### src/rtl/rr_mux_arb.sv
// N_CH-input registered mux with round-robin arbitration and valid/ready on every channel.
// Define RR_MUX_ARB_FIXED_PRIO_EN for fixed priority, where the lowest valid index always wins.
module rr_mux_arb #(
    parameter  int N_CH  = 4,
    parameter  int WIDTH = 8,
    localparam int SEL_W = $clog2(N_CH)
) (
    input  logic                  clk,
    input  logic                  rst,
    input  logic [N_CH-1:0]       in_valid,
    input  logic [N_CH*WIDTH-1:0] in_data,
    output logic [N_CH-1:0]       in_ready,
    output logic                  out_valid,
    output logic [WIDTH-1:0]      out_data,
    output logic [SEL_W-1:0]      out_sel,
    input  logic                  out_ready
);

    logic             load_ok;
    logic             gnt_vld;
    logic [SEL_W-1:0] gnt_idx;
    logic [SEL_W-1:0] base;
    logic             xfer;

`ifdef RR_MUX_ARB_FIXED_PRIO_EN
    assign base = '0;
`else
    logic [SEL_W-1:0] ptr;
    assign base = ptr;
`endif

    assign load_ok = !out_valid || out_ready;

    // Search starts at base and wraps, so the first hit is the highest-priority channel.
    always_comb begin
        gnt_vld = 1'b0;
        gnt_idx = '0;
        for (int k = 0; k < N_CH; k++) begin
            if (!gnt_vld && in_valid[(int'(base) + k) % N_CH]) begin
                gnt_vld = 1'b1;
                gnt_idx = SEL_W'((int'(base) + k) % N_CH);
            end
        end
    end

    always_comb begin
        in_ready = '0;
        if (!rst && load_ok && gnt_vld)
            in_ready[gnt_idx] = 1'b1;
    end

    assign xfer = |in_ready;

    always_ff @(posedge clk) begin
        if (rst) begin
            out_valid <= 1'b0;
            out_data  <= '0;
            out_sel   <= '0;
        end else if (xfer) begin
            out_valid <= 1'b1;
            out_data  <= in_data[int'(gnt_idx)*WIDTH +: WIDTH];
            out_sel   <= gnt_idx;
        end else if (out_valid && out_ready) begin
            out_valid <= 1'b0;
        end
    end

`ifndef RR_MUX_ARB_FIXED_PRIO_EN
    // The pointer moves only on an input transfer, to the channel after the winner.
    always_ff @(posedge clk) begin
        if (rst)
            ptr <= '0;
        else if (xfer)
            ptr <= (gnt_idx == SEL_W'(N_CH-1)) ? '0 : gnt_idx + 1'b1;
    end
`endif

endmodule

### config.mk
export PLATFORM = sky130hd
export DESIGN_NAME = rr_mux_arb
export DESIGN_NICKNAME = d
export VERILOG_FILES = /design/src/rtl/rr_mux_arb.sv
export SDC_FILE = /design/constraint.sdc
export NUM_CORES = 1
export LEC_CHECK = 0
export CORE_UTILIZATION = 37
export DETAILED_ROUTE_END_ITERATION = 7
export GPL_TIMING_DRIVEN = 1
export PLACE_DENSITY_LB_ADDON = 0.2
export SYNTH_ARGS = -nofsm -noshare
export SYNTH_HDL_FRONTEND = slang
export SYNTH_SLANG_ARGS = --single-unit
### constraint.sdc
create_clock -name clk -period 2.35 [get_ports clk]
set_input_delay 0.3525 -clock clk [delete_from_list [all_inputs] [get_ports clk]]
set_output_delay 0.3525 -clock clk [all_outputs]
set_load 0.005 [all_outputs]
==> results of run 1 <==
[timing repair]
action / CTS / global route
gates resized for setup: 10 / 1
setup endpoints to repair: 4 / 1
pin swaps: 3 / 0
buffers inserted: 2 / 0
hold endpoints to repair: 0 / 0
hold buffers: 0 / 0
[state kept, by name, indices dropped and copies added (netlist names)]
signal,cells
base,2
out_data,8
out_valid,1
out_sel,2
[layout by cell type, fill, tap and decap left out, types with 2 or more instances in the layout]
cell / Yosys / layout
a211oi_1: 2 / 2
a21oi_1: 4 / 4
and2_1: 2 / 2
buf_4: 1 / 17
clkbuf_4: 0 / 3
clkdlybuf4s50_1: 0 / 45
dfxtp_1: 13 / 12
dlygate4sd2_1: 0 / 7
inv_1: 5 / 5
mux2_2: 8 / 8
mux2i_1: 17 / 17
nand3b_1: 8 / 8
nor2_1: 2 / 2
o21ai_0: 3 / 3
o21ai_2: 8 / 8
[final cells by class]
class | instances | area share, %
clock buffer | 4 | 1.622
inverter | 6 | 1.853
multi-input combinational | 70 | 37.99
sequential | 13 | 16.14
tap | 28 | 2.162
timing repair buffer | 70 | 40.23
[report_power, final]
part / internal [mW] / switching, mW
Clock: 0.0660 / 0.0841
Combinational: 0.274 / 0.177
Sequential: 0.261 / 0.0212
[through the flow]
step           instance area, µm²  std cells  total power [mW]
3_3_place_gp                 1575        185            0.7268
3_5_place_dp                 1575        185            0.7379
2_1_floorplan               935.9         94            0.5205
5_1_grt                      1620        191            0.9387
6_report                     1620        191            0.8833
4_1_cts                      1618        191            0.8931
[final timing paths]
check | depth (start not counted) | start | slack (ps) | to
worst max-delay path | 8 | in_valid[2] | 90 | in_ready[2]
worst min-delay path | 2 | out_data[4] | 490 | out_data[4]
worst max register to register | 10 | base[0] | 320 | out_data[3]
worst min register to register | 2 | out_data[4] | 490 | out_data[4]
[logic make-up after synthesis]
| group | Yosys count |
|---|---|
| fa+ha+maj | 1 |
| compound gates | 21 |
| mux | 25 |
| simple gates | 23 |
| buf+inv | 11 |
| flops | 13 |
[routing by layer]
metal | GRT usage, % | wire length (µm) | share of wire (%) | vias up
met2 | 39.66 | 1280 | 50 | 37
met4 | 5.263 | 19 | 0.75 | 0
met1 | 20.99 | 1042 | 41 | 443
met3 | 7.536 | 206 | 8.1 | 4
li1 | - | - | - | 488
met5 | 0 | 0 | 0 | -
[worst max-delay path, cell delays in order]
cell and delay [ps]:
dlygate4sd2_1 280, nor2b_2 170, a221o_2 380, nand2_4 120
inv_8 40, ha_1 180, and2_1 140, dlygate4sd2_1 250
==> metrics.md, run 1 <==
| Metric | Value |
|---|---|
| Placement row count | `17` |
| Most used DFF post-synth | `dfxtp_1` |
| TritonCTS clock tree | `built` |
| PwrDens | `545.2 nW/µm²` |
| H-tree Lvls | `1` |
| Worst VDD drop | `0.0004398 V` |
| Final Setup Violations | `0` |
| Multi-input logic area | `615.6 µm²` |
| Via count | `972` |
| DIE AREA | `2735 µm²` |
| Ys async rst share | `0%` |
| Initial antenna violation count | `0` |
| Endpoints failing hold | `0` |
| Final WL | `2548 µm` |
| IO Pins | `54` |
| Die extent in x | `52.30 µm` |
| YS warnings | `0` |
| Clock Sinks | `13` |
| Worst-Margin Slew | `312.2 ps` |
| Synthesized Nets | `134` |
| Hpwl dp | `2046 µm` |
| CTS Buf Count | `3` |
| Root Driver | `clkbuf_4` |
| Post-synthesis adder-cell area fraction | `1.337%` |
| Total Routing Usage GR | `20.83%` |
| Syn Area/Cell | `9.956 µm²` |
| Post-synth top cells | `mux2i_1 (17), dfxtp_1 (13), mux2_2 (8), nand3b_1 (8), o21ai_2 (8)` |
| Gpl congestion | `0.8472` |
| Outcome | `finished clean` |
| Req. time, crit path | `2000 ps` |
| Hold WS | `491.3 ps` |
| Synth area leaders | `dfxtp_1 (28%), mux2i_1 (18%), mux2_2 (9.6%), o21ai_2 (7.5%), nand3b_1 (6.4%)` |
| Nets | `204` |
| WP data arrival | `1900 ps` |
| Pleak | `0.6851 nW` |
| Compound-gate portion of the synthesized area | `17.25%` |
| Worst-path fanout max | `4` |
| Critical path class | `primary input to output pin` |
| Area added between synthesis and finish | `73.13%` |
| Max-cap violations | `0` |
| Xor/xnor share of the synthesized area | `0%` |
| #FFs+latches synth | `13` |
| WL/cell | `13.34 µm` |
| Vias in the first global route | `973` |
| Finished Core Util | `70.53%` |
| Initial Util | `40.74%` |
| Setup crit start kind | `primary input` |
| Slew Limit Fails | `0` |
| Post-synth top area cell | `dfxtp_1` |
| Port Buffers | `53` |
| Pin count of the biggest net entering global routing | `14` |
| Die height | `52.30 µm` |
| Seq/Total Area, Yosys | `27.81%` |
| DRC | `0` |
| Count leader, synth | `mux2i_1` |
| Fin worst setup slack | `93.15 ps` |
| Routed Antenna Nets | `0` |
| Setup TNS | `0 ps` |
| Ant. Diodes | `0` |
| Syn Std Cell Area | `935.9 µm²` |
| Post-synth top area share | `27.81%` |
| Main combinational cell family by area after synthesis | `multiplexers` |
| Pre-CTS setup slack | `-264.3 ps` |
| FF+latch area | `261.5 µm²` |
| Yosys cell types | `33` |
| Final setup skew | `0.5022 ps` |
| Fmax | `443.1 MHz` |
| Number of enable flip-flop cells after synthesis | `0` |
| Syn Inst Count | `94` |
| Via-to-Cell Ratio | `5.089` |
| First-pass GRT wire length | `4133 µm` |
| DRT iter0 DRCs | `17` |
| Mux contribution to synthesized area | `27.81%` |
| Crit. End Element | `output pin` |
| Min Tclk post-route | `2257 ps` |
| Core Box Area | `2297 µm²` |
| RSZ-0062 raised after global routing | `false` |
| Ratio of cells with drive above 1 in the final layout | `28.22%` |
| Relative slew slack | `79.10%` |
| Gr ovfl total | `0` |
| Clock latency on the worst-skew pair | `280 ps` |
| HP Class | `flip-flop to flip-flop` |
| CTS Buffer Depth | `2` |
| Drt first pass iters | `4` |
| Filler cells | `202` |
| Final period utilization | `96.04%` |
| Post-synthesis simple-gate area fraction | `17.51%` |
| Clock transition at path regs | `90 ps` |
No activity file was read; power rests on OpenSTA's default activity.
==> run 2: changes to the inputs <==
--- a/config.mk
+++ b/config.mk
@@ -5,6 +5,7 @@
 export SDC_FILE = /design/constraint.sdc
 export NUM_CORES = 1
 export LEC_CHECK = 0
+export CAP_MARGIN = 20
 export CORE_UTILIZATION = 37
 export DETAILED_ROUTE_END_ITERATION = 7
 export GPL_TIMING_DRIVEN = 1
==> results of run 2 <==
Final layout, timing and power as in run 1 (identical DEF).
